`src/rtl/main_fsm_controller.sv`:
```
// Multicycle main control FSM: sequences fetch/decode/execute over a shared ALU and
// unified memory, stalling memory states on the mem_ready handshake.
module main_fsm_controller #(
  parameter bit ILLEGAL_HALT = 1'b1,
  parameter bit WAIT_MEM     = 1'b1
) (
  input  logic       clk,
  input  logic       reset,
  input  logic [6:0] op,
  input  logic       zero,
  input  logic       mem_ready,
  output logic       pc_write,
  output logic       adr_src,
  output logic       mem_write,
  output logic       ir_write,
  output logic [1:0] result_src,
  output logic [1:0] alu_src_a,
  output logic [1:0] alu_src_b,
  output logic [1:0] alu_op,
  output logic       reg_write,
  output logic       illegal,
  output logic [3:0] state
);

  typedef enum logic [3:0] {
    StFetch    = 4'd0,
    StDecode   = 4'd1,
    StMemAdr   = 4'd2,
    StMemRead  = 4'd3,
    StMemWb    = 4'd4,
    StMemWrite = 4'd5,
    StExecR    = 4'd6,
    StExecI    = 4'd7,
    StAluWb    = 4'd8,
    StBeq      = 4'd9,
    StJal      = 4'd10,
    StIllegal  = 4'd11
  } state_e;

  localparam logic [6:0] OpLoad  = 7'b0000011;
  localparam logic [6:0] OpStore = 7'b0100011;
  localparam logic [6:0] OpRType = 7'b0110011;
  localparam logic [6:0] OpIType = 7'b0010011;
  localparam logic [6:0] OpBeq   = 7'b1100011;
  localparam logic [6:0] OpJal   = 7'b1101111;

  state_e state_q, state_d;
  logic   rdy;
  logic   pc_update, branch;
  logic   mem_write_raw, ir_write_raw, reg_write_raw;

  assign rdy   = WAIT_MEM ? mem_ready : 1'b1;
  assign state = state_q;

  always_ff @(posedge clk or negedge reset) begin
    if (!reset) state_q <= StFetch;
    else        state_q <= state_d;
  end

  always_comb begin
    state_d = state_q;
    unique case (state_q)
      StFetch:    if (rdy) state_d = StDecode;
      StDecode: begin
        unique case (op)
          OpLoad, OpStore: state_d = StMemAdr;
          OpRType:         state_d = StExecR;
          OpIType:         state_d = StExecI;
          OpBeq:           state_d = StBeq;
          OpJal:           state_d = StJal;
          default:         state_d = ILLEGAL_HALT ? StIllegal : StFetch;
        endcase
      end
      StMemAdr:   state_d = (op == OpLoad) ? StMemRead : StMemWrite;
      StMemRead:  if (rdy) state_d = StMemWb;
      StMemWb:    state_d = StFetch;
      StMemWrite: if (rdy) state_d = StFetch;
      StExecR,
      StExecI:    state_d = StAluWb;
      StAluWb:    state_d = StFetch;
      StBeq:      state_d = StFetch;
      StJal:      state_d = StAluWb;
      StIllegal:  state_d = StIllegal;
      default:    state_d = StFetch;
    endcase
  end

  always_comb begin
    adr_src       = 1'b0;
    result_src    = 2'b00;
    alu_src_a     = 2'b00;
    alu_src_b     = 2'b00;
    alu_op        = 2'b00;
    illegal       = 1'b0;
    pc_update     = 1'b0;
    branch        = 1'b0;
    mem_write_raw = 1'b0;
    ir_write_raw  = 1'b0;
    reg_write_raw = 1'b0;
    unique case (state_q)
      StFetch: begin
        alu_src_b    = 2'b10;
        result_src   = 2'b10;
        ir_write_raw = rdy;
        pc_update    = rdy;
      end
      StDecode: begin
        alu_src_a = 2'b01;
        alu_src_b = 2'b01;
      end
      StMemAdr: begin
        alu_src_a = 2'b10;
        alu_src_b = 2'b01;
      end
      StMemRead:  adr_src = 1'b1;
      StMemWb: begin
        result_src    = 2'b01;
        reg_write_raw = 1'b1;
      end
      StMemWrite: begin
        adr_src       = 1'b1;
        mem_write_raw = 1'b1;
      end
      StExecR: begin
        alu_src_a = 2'b10;
        alu_op    = 2'b10;
      end
      StExecI: begin
        alu_src_a = 2'b10;
        alu_src_b = 2'b01;
        alu_op    = 2'b10;
      end
      StAluWb:    reg_write_raw = 1'b1;
      StBeq: begin
        alu_src_a = 2'b10;
        alu_op    = 2'b01;
        branch    = 1'b1;
      end
      StJal: begin
        alu_src_a = 2'b01;
        alu_src_b = 2'b10;
        pc_update = 1'b1;
      end
      StIllegal:  illegal = 1'b1;
      default: ;
    endcase
  end

  // Enables are gated by reset so nothing commits while reset is held low.
  assign pc_write  = reset & (pc_update | (branch & zero));
  assign mem_write = reset & mem_write_raw;
  assign ir_write  = reset & ir_write_raw;
  assign reg_write = reset & reg_write_raw;

endmodule
```
`config.mk`:
```
export PLATFORM = sky130hd
export DESIGN_NAME = main_fsm_controller
export DESIGN_NICKNAME = d
export VERILOG_FILES = /design/src/rtl/main_fsm_controller.sv
export SDC_FILE = /design/constraint.sdc
export NUM_CORES = 1
export LEC_CHECK = 0
export BUFFER_PORTS_ARGS = -buffer_cell sky130_fd_sc_hd__buf_2
export CAP_MARGIN = 20
export CORE_AREA = 5 5 42 44
export DETAILED_ROUTE_END_ITERATION = 10
export DIE_AREA = 0 0 47 49
export PLACE_DENSITY_LB_ADDON = 0.3
export SLEW_MARGIN = 5
export SYNTH_ARGS = -nofsm -noshare
export SYNTH_HDL_FRONTEND = slang
export SYNTH_SLANG_ARGS = --single-unit
```
`constraint.sdc`:
```
create_clock -name clk -period 2 [get_ports clk]
set_input_delay 0.2 -clock clk [delete_from_list [all_inputs] [get_ports clk]]
set_output_delay 0.2 -clock clk [all_outputs]
set_load 0.02 [all_outputs]
```
==> results.md, run 1 <==
- Fillers: 158
- Place WS: ~0.48 ns
- ANT nets after route: 0
- Number of flip-flops under the largest register name: 4
- Crit Path Max Fanout: 11
- Avg Cell Area, Syn: 6.96 sq um
- Count of final setup violators: 0
- Vias in the first global route: 589
- CP startpoint kind: flop
- Synthesized flop and latch total: 4
- WS Path Type: reg -> out
- Global placement routability congestion: approximately 0.92
- Max transition margin: between 60% and 70%
- Post-synth EDFFs: 0
- Max Cap Violations: 0
- Hold Path Class: in -> async
- DRT Pass-1 Iters: 4
- R2R Setup Slk: around 0.49 ns
- Final core occ: 48.1%
- Vias per cell: 5.60
- Crit path to: pc_write
- Final Max Tran Viols: 0
- Final hold violation count: 0
- PwrDens: 1700 nW/um^2
- Largest net degree at the start of global routing: 18
- Total number of clock tree sinks: 4
- DR vias: 650
- Antenna Cells: 0
- I/O Pins: 29
- Peak supply drop: 0.687 mV
- DRC Markers: 0
- Final min period: 1.79 ns
- Core Area: 1400 sq um
- DIE HEIGHT: 49 um
- Placed cell area: 642 sq um
- Ys async rst share: 100%
- Simple logic cell fraction of the synthesized area: 39.5%
- Final Instance Area: 674 sq um
- TNS Setup: 0 ns
- Worst path arrival time: 1.59 ns
- Starting Density: a little over a third
- Total chip power: 1150 uW
- TritonCTS clock tree: yes
- Clk slew on worst S/H paths: roughly 0.040 ns
- Post-synthesis adder-cell area fraction: 0%
- Total leakage power: 0.000334 uW
- Deepest clock path buffer count: 2
- Top Family by Delay on Critical Path: flip-flops
- Postcts setup bufs: 0
- Skew final: 0.00464 ns
- Most used flip-flop cell after synthesis: dfrtp_1
- Total CTS buffers: 3
- # rows: 14
- Synth cell types: 30
- Reg area: 100 sq um
- Worst path max stage delay: 0.52 ns
- Post-CTS Hold Buffers: 1
- Final period utilization: 89.3%
- Multi-input gate area: 359 sq um
- CP Cell Sequence: and2b_1 -> a21o_1 -> a22oi_1 -> nor3_1 -> buf_2
- Complex-gate fraction of the synthesized area: 29.6%
- Fin worst setup slack: 0.215 ns
- Post-synthesis mux area share: 0%
- CP max-delay cell: dfrtp_1
- Xor/xnor cell area share of the yosys netlist: around 3.5%
- Clock latency on the worst-skew pair: ~0.24 ns
- Slew @ Worst Pin: 0.546 ns
- Setup crit start: state[1]
- Initial DRC count: 25
- Hpwl dp: 1170 um
- WP data required: about 1.8 ns
- All-Layer GR Usage: 14.5%
- Post-CTS sizing: 0
- Fin nets: ~110
- FF-to-FF path depth: 3
- Worst path depth: 5
- Die W: 47 um
- RSZ-0062 raised after global routing: no
- First-pass GRT wire length: 2500 um
- Area Overhead vs Synth: 36.5%
- CTS root buf: clkbuf_4
- Congestion Overflow GR: 0
- H-tree depth: 1
- Sequential-to-total area share from yosys stat: 20.3%
- Synth Warn #: 0
- Die area: 2300 sq um
- Post-Synthesis Cells: 71
- Most common cell after layout, fill and taps aside: buf_2
- Drt wl/cell: about 13 um
- Fmax achieved: approximately 560 MHz
- WP buf/inv: 1
- Mapped Area: 494 sq um
- Largest family of logic cells by synthesized area: simple AND/OR/NAND/NOR gates
- Layout cells sized above 1: 35.0%
- CP endpoint kind: output port
- Worst R2R Start: state[3]
- Reg-to-reg endpoint: state[0]
- Status: complete, no violations
- Commonest non-fill, non-tap cells in the layout: buf_2 (28), nor2_1 (10), a21oi_1 (7), nor3_1 (6)
- PortBufs: 28
- Antenna violations before repair: 0
- WL final: 1500 um
- Syn nets: 82
==> power by group <==
group	switching, uW	internal (uW)
Combinational	485	309
Clock	36.6	67.3
Sequential	131	117
Total	652	494
==> cell usage after synthesis, drive strengths merged (2+ instances only) <==
cell type / n / area (sq um)
nor2: 11 / 43.8
a21oi: 7 / 35.0
nor3: 6 / 30.0
buf: 4 / 20.0
dfrtp: 4 / 100
inv: 4 / 15.0
nand2: 4 / 15.0
nand2b: 4 / 25.0
nor2b: 3 / 18.8
o311ai: 3 / 26.3
a211oi: 2 / 20.0
nand4: 2 / 12.5
o21ai: 2 / 10.0
==> worst register-to-register path, cell delays in order (launching register included) <==
cell and delay (ns):
dfrtp_1 0.68, nand2b_1 0.28, nor3_1 0.09, or3_1 0.34
==> per-stage QoR <==
stage               hold slack, ns  cells
floorplan                  -0.0956     71
global placement            0.0264    112
detailed placement          0.0309    112
CTS                          0.312    116
global route                 0.346    116
finish                       0.320    116
==> cells by family after synthesis <==
| kind of cell | after synthesis |
|---|---|
| AND/OR/NAND/NOR | 36 |
| AO/OA/AOI/OAI | 21 |
| buffers and inverters | 8 |
| flip-flops | 4 |
| XOR/XNOR | 2 |
==> worst min-delay path by stage <==
stage	from	end	slack, ns
after floorplan	reset	state[0]	-0.1
after CTS	reset	state[2]	0.31
final	reset	state[2]	0.32
after global placement	reset	state[2]	0.03
after detailed placement	reset	state[2]	0.03
after global routing	reset	state[0]	0.35
==> metal layers <==
metal  global-route usage [%]  up-vias  wire (um)
li1                         -      320          -
met1                     18.8      294        584
met2                     21.7       33        742
met3                     3.69        3        156
met4                     6.91        0         17
met5                        0        -          0
==> layout make-up <==
| class | count | area share, % |
|---|---|---|
| Multi-Input combinational cell | 59 | 53.2 |
| Timing Repair Buffer | 30 | 23.4 |
| Sequential cell | 4 | 14.8 |
| Clock buffer | 3 | 3.34 |
| Tap cell | 16 | 2.97 |
| Inverter | 4 | 2.23 |
Note: power is estimated with default switching activity, not from simulation.
==> run 2: changes to the inputs <==
--- a/config.mk
+++ b/config.mk
@@ -11,4 +11,5 @@
 export DETAILED_ROUTE_END_ITERATION = 10
 export DIE_AREA = 0 0 47 49
+export HOLD_SLACK_MARGIN = 0.02
 export PLACE_DENSITY_LB_ADDON = 0.3
 export SLEW_MARGIN = 5
==> constraint.sdc (replaced) <==
create_clock -name clk -period 2 [get_ports clk]
set_input_delay 0.2 -clock clk [delete_from_list [all_inputs] [get_ports clk]]
set_output_delay 0.2 -clock clk [all_outputs]
set_load 0.1 [all_outputs]
==> run 2 against run 1 <==
Net effect: cell area rose by 43%; setup slack worse by 0.15 ns; clock-buffer cell count is the same; sequential share of layout area decreased by 2.9 points; clock skew hardly changed; register-to-register slack got worse by 0.08 ns; worst hold slack better by 0.0096 ns; cell count unchanged; die area is the same; non-clock buffer count unchanged; critical path type unchanged; largest cell class unchanged.
==> results.md, run 2 (synthesized netlist as in run 1, its figures left out) <==
- Setup crit start: state[3]
- Most common cell after layout, fill and taps aside: buf_2
- Met2 Use GR: 25.6% (+3.8 points)
- Met1 usage: 19.1% (+0.22 points)
- Crit path to: alu_op[1]
- R2R Setup Slk: 0.41 ns (-0.08 ns)
- TritonCTS clock tree: yes
- H-tree depth: 1 (unchanged)
- Area Overhead vs Synth: 95.7%
- CP endpoint kind: output port
- Hold Path Class: in -> async
- Fin nets: 113 (unchanged)
- Clock latency on the worst-skew pair: 0.23 ns (about the same)
- Final min period: 1.93 ns (+0.146 ns)
- # rows: 14 (unchanged)
- Global placement routability congestion: 0.880 (-4.0%)
- Antenna violations before repair: 0 (unchanged)
- Antenna Cells: 0 (unchanged)
- FF-to-FF path depth: 3 (unchanged)
- Die area: 2300 sq um (unchanged)
- Fillers: 119 (-25%)
- Fin worst setup slack: 0.0686 ns (-0.146 ns)
- Worst path max stage delay: 0.58 ns (+0.06 ns)
- Drt wl/cell: 14.7 um (+13%)
- Skew final: 0.00506 ns (+0.000418 ns)
- DRT Pass-1 Iters: 4 (unchanged)
- Slew @ Worst Pin: 0.494 ns (-0.0511 ns)
- Max transition margin: 67.3% (+3.6 points)
- WS Path Type: reg -> out
- DR vias: 651 (+0.15%)
- Fmax achieved: 518 MHz (-7.6%)
- Place WS: 0.320 ns (-0.162 ns)
- TNS Setup: 0 ns (unchanged)
- Vias per cell: 5.61 (+0.15%)
- All-Layer GR Usage: 16.2% (+1.7 points)
- Vias in the first global route: 659 (+12%)
- Layout cells sized above 1: 53.0% (+18 points)
- Final period utilization: 96.6% (+7.3 points)
- Crit Path Max Fanout: 17 (+6)
- Worst path arrival time: 1.73 ns (+0.14 ns)
- Final Max Tran Viols: 0 (unchanged)
- Clk slew on worst S/H paths: 0.04 ns (about the same)
- Reg-to-reg endpoint: state[0]
- Gr busiest metal: met2
- Initial DRC count: 22 (-12%)
- First-pass GRT wire length: 2790 um (+12%)
- Hpwl dp: 1370 um (+17%)
- Status: complete, no violations
- Count of final setup violators: 0 (unchanged)
- Starting Density: 35.3% (unchanged)
- Total CTS buffers: 3 (unchanged)
- DIE HEIGHT: 49 um (unchanged)
- PortBufs: 28 (unchanged)
- Core Area: 1400 sq um (unchanged)
- Final hold violation count: 0 (unchanged)
- DRC Markers: 0 (unchanged)
- CTS root buf: clkbuf_4
- I/O Pins: 29 (unchanged)
- CP Cell Sequence: nand2b_1 -> nor2_4 -> buf_2
- Hold WS: 0.329 ns (+0.00956 ns)
- CP max-delay cell: dfrtp_4
- Die W: 47 um (unchanged)
- Worst R2R Start: state[3]
- Post-CTS sizing: 0 (unchanged)
- ANT nets after route: 0 (unchanged)
- CP startpoint kind: flop
- WP data required: 1.80 ns (about the same)
- Deepest clock path buffer count: 2 (unchanged)
- Largest net degree at the start of global routing: 18 (unchanged)
- Total number of clock tree sinks: 4 (unchanged)
- Congestion Overflow GR: 0 (unchanged)
- RSZ-0062 raised after global routing: no
- M3 GR Usage: 4.43% (+0.74 points)
- Number of flip-flops under the largest register name: 4 (unchanged)
- Max Cap Violations: 0 (unchanged)
- Commonest non-fill, non-tap cells in the layout: buf_2 (18), buf_12 (10), a21oi_1 (6), nor2_4 (5), nor2_1 (5)
- WL final: 1700 um (+13%)
## run 2: cell count changes in the layout (fill, tap and decap cells not counted), moves of 5 or more
cell / before / now
buf_2: 28 / 18
nor2_1: 10 / 5
nor2_4: 0 / 5
nor3_1: 6 / 1
buf_12: 0 / 10
## run 2: through the flow
| stage | area, sq um | util [%] | cells |
|---|---|---|---|
| 3_5_place_dp | 935 | 66.7 | 112 |
| 6_report | 967 | 69.0 | 116 |
| 2_1_floorplan | 649 | - | 71 |
| 3_3_place_gp | 935 | 66.7 | 112 |
| 4_1_cts | 967 | 69.0 | 116 |
| 5_1_grt | 967 | 69.0 | 116 |
## run 2: worst max-delay path: cells and delay by family (launching register included)
kind | cells | cell delay [ns]
buffers and inverters | 1 | 0.43
flip-flops | 1 | 0.58
AND/OR/NAND/NOR | 2 | 0.48
## run 2: routing by layer
metal / up-vias / wire length [um]
met1: 305 / 672
met3: 2 / 127
met4: 0 / 18
met2: 22 / 885
met5: - / 0
li1: 322 / -
## run 2: final cells by class
cell class | count | area, sq um | area share, %
multi-input combinational | 59 | 487 | 50.3
timing repair buffer | 30 | 308 | 31.8
sequential | 4 | 115 | 11.9
clock buffer | 3 | 22.5 | 2.33
tap | 16 | 20.0 | 2.07
inverter | 4 | 15.0 | 1.55
## run 2: timing repair
action | in CTS | in global routing
hold buffers | 1 | 0
buffers inserted | 0 | 0
hold endpoints to repair | 4 | 0
## run 2: how the worst min path moves through the flow
stage,startpoint,end,cells after the start
after global placement,reset,state[2],1
after detailed placement,reset,state[1],1
after floorplan,reset,state[0],0
after CTS,reset,state[1],2
final,reset,state[1],2
after global routing,reset,state[1],2
Power of run 2 is left out: the tool's default activity adds up to more than one toggle a clock period on the data nets, which glitch-free logic cannot reach.
==> run 3: changes to the inputs <==
- ABC_AREA: not set -> 1
==> run 3 against run 2 <==
Net effect: register-to-register slack gained 0.32 ns; critical path depth up 3; clock skew decreased by 0.0013 ns; routed wire length decreased by 14%; synthesized area rose by 2.8%; global-route usage is 1.8 points lower; cell count is 20% higher; sequential share of layout area grew 1.9 points; flip-flop and latch count is the same; fmax rose by 2.3%; cell area is 14% lower.
==> results.md, run 3 <==
- Status: complete, no violations
- Most common cell after layout, fill and taps aside: nand2_1
- Initial DRC count: 8 (-64%)
- PortBufs: 28 (unchanged)
- WL final: 1460 um (-14%)
- Die W: 47 um (unchanged)
- Most area-hungry cell type in the Yosys netlist: nand2_1
- CTS root buf: clkbuf_4
- Fillers: 145 (+22%)
- Synthesized flop and latch total: 4 (unchanged)
- DIE HEIGHT: 49 um (unchanged)
- Final min period: 1.89 ns (-0.0426 ns)
- Final std cells w/o fill: 139 (+20%)
- Final core occ: 59.4% (-9.6 points)
- Syn nets: 102 (+24%)
- Vias per cell: 4.58 (-18%)
- Number of flip-flops under the largest register name: 4 (unchanged)
- Crit Path Max Fanout: 4 (-13)
- WS Path Type: reg -> out
- Avg Cell Area, Syn: 5.58 sq um (-20%)
- Total number of clock tree sinks: 4 (unchanged)
- Multi-input gate area: 408 sq um (-16%)
- All-Layer GR Usage: 14.5% (-1.8 points)
- Largest net degree at the start of global routing: 8 (-10)
- Slew @ Worst Pin: 0.490 ns (-0.00407 ns)
- Worst path arrival time: 1.69 ns (-0.04 ns)
- H-tree depth: 1 (unchanged)
- Post-synth top cells: nand2_1 (30), inv_1 (17), nor2_1 (12)
- Post-synth EDFFs: 0 (unchanged)
- DR vias: 637 (-2.2%)
- Total CTS buffers: 3 (unchanged)
- Postcts setup bufs: 0 (unchanged)
- First-pass GRT wire length: 2520 um (-9.7%)
- I/O Pins: 29 (unchanged)
- DRT Pass-1 Iters: 3 (-1)
- Sequential-to-total area share from yosys stat: 19.7% (-0.55 points)
- Ys async rst share: 100% (unchanged)
- Total placed cells including tap cells: 135 (+21%)
- Hold Path Class: in -> reg
- Max transition margin: 67.5% (+0.27 points)
- Clock latency on the worst-skew pair: 0.23 ns (about the same)
- TNS Setup: 0 ns (unchanged)
- Place WS: 0.281 ns (-0.0390 ns)
- Vias in the first global route: 589 (-11%)
- DRC Markers: 0 (unchanged)
- Final hold violation count: 0 (unchanged)
- TritonCTS clock tree: yes
- Reg area: 115 sq um (unchanged)
- Final Max Tran Viols: 0 (unchanged)
- RSZ-0062 raised after global routing: no
- WP data required: 1.80 ns (about the same)
- # rows: 14 (unchanged)
- Top post-synthesis cells by area: nand2_1 (22%), dfrtp_1 (20%), inv_1 (13%), nor2_1 (8.9%), nand3_2 (5.9%)
- CP endpoint kind: output port
- Die area: 2300 sq um (unchanged)
- Area Overhead vs Synth: 63.8%
- Hpwl dp: 1320 um (-3.8%)
- Starting Density: 36.2% (+0.98 points)
- Synth Warn #: 0 (unchanged)
- Count of final setup violators: 0 (unchanged)
- Skew final: 0.00374 ns (-0.00132 ns)
- Clk slew on worst S/H paths: 0.04 ns (about the same)
- Core Area: 1400 sq um (unchanged)
- Synth cell types: 18 (-40%)
- Deepest clock path buffer count: 2 (unchanged)
- Most used flip-flop cell after synthesis: dfrtp_1
- Antenna violations before repair: 0 (unchanged)
- Congestion Overflow GR: 0 (unchanged)
- Layout cells sized above 1: 51.2% (-1.8 points)
- Global placement routability congestion: 0.827 (-6.0%)
- Top cell type's share of synthesized area: 22.2% (+1.9 points)
- Mapped Area: 508 sq um (+2.8%)
- Post-Synthesis Cells: 91 (+28%)
- CP startpoint kind: flop
- Fmax achieved: 529 MHz (+2.3%)
- Fin nets: 136 (+20%)
- Fin worst setup slack: 0.111 ns (+0.0426 ns)
- Most frequent cell after synthesis: nand2_1
- Antenna Cells: 0 (unchanged)
- ANT nets after route: 0 (unchanged)
- Drt wl/cell: 10.5 um (-28%)
- Final period utilization: 94.4% (-2.1 points)
- Max Cap Violations: 0 (unchanged)
- Commonest non-fill, non-tap cells in the layout: nand2_1 (27), buf_2 (24), inv_1 (14), nor2_4 (7), nor2_1 (7)
## run 3: cell count changes after synthesis, sizes merged, moves of 2 or more
| cell | before | now |
|---|---|---|
| inv | 4 | 20 |
| buf | 4 | 0 |
| nand2b | 4 | 0 |
| nor3 | 6 | 1 |
| nor2 | 11 | 17 |
| nand4 | 2 | 0 |
| o311ai | 3 | 0 |
| a21oi | 7 | 2 |
| nand2 | 4 | 33 |
| nor2b | 3 | 0 |
| nand3 | 0 | 8 |
## run 3: worst paths after layout
path,cells after the start,startpoint,end,slack [ns]
max,6,state[2],ir_write,0.11
min reg2reg,2,state[0],state[0],0.65
min in group asynchronous,2,reset,state[3],0.31
max in group asynchronous,2,reset,state[1],1.55
min,2,mem_ready,state[2],0.22
max reg2reg,5,state[2],state[1],0.73
## run 3: logic make-up (layout without fill, tap and decap cells)
kind of cell	Yosys count	count (layout)	share of synthesized area (%)
and+or+nand+nor	59	59	54.7
buffers and inverters	20	52	14.8
AOI/OAI and AO/OA	8	8	10.8
DFF	4	4	19.7
## run 3: worst max-delay path, cell delays in order (launching register included)
cell        delay [ns]
dfrtp_4           0.49
nor2_4            0.17
nand2_2           0.11
clkinvlp_4        0.10
nand2_4           0.07
nor2_4            0.09
buf_2             0.42
## run 3: what timing repair did
item / CTS / global route
gates resized for setup: 0 / 2
hold buffers: 1 / 0
hold endpoints to repair: 4 / 0
setup endpoints to repair: 0 / 2
## run 3: metal layers
layer / part of all wire, % / GRT usage (%) / vias up
met5: 0 / 0 / -
met4: 0 / 4.15 / 0
met3: 5.2 / 3.32 / 0
met2: 52 / 24.0 / 13
met1: 42 / 18.0 / 282
li1: - / - / 342
## run 3: final cells by class
type	instances	share of cell area (%)
clock buffer	3	2.71
multi-input combinational	67	49.0
sequential	4	13.8
tap	16	2.41
timing repair buffer	29	22.3
inverter	20	9.77
## run 3: per-stage QoR
stage | hold WS [ns] | area (sq um)
floorplan | -0.0956 | 604
global placement | 0.0136 | 795
detailed placement | 0.0177 | 795
CTS | 0.209 | 827
global route | 0.229 | 832
finish | 0.219 | 832
Power of run 3 is left out for the same reason.
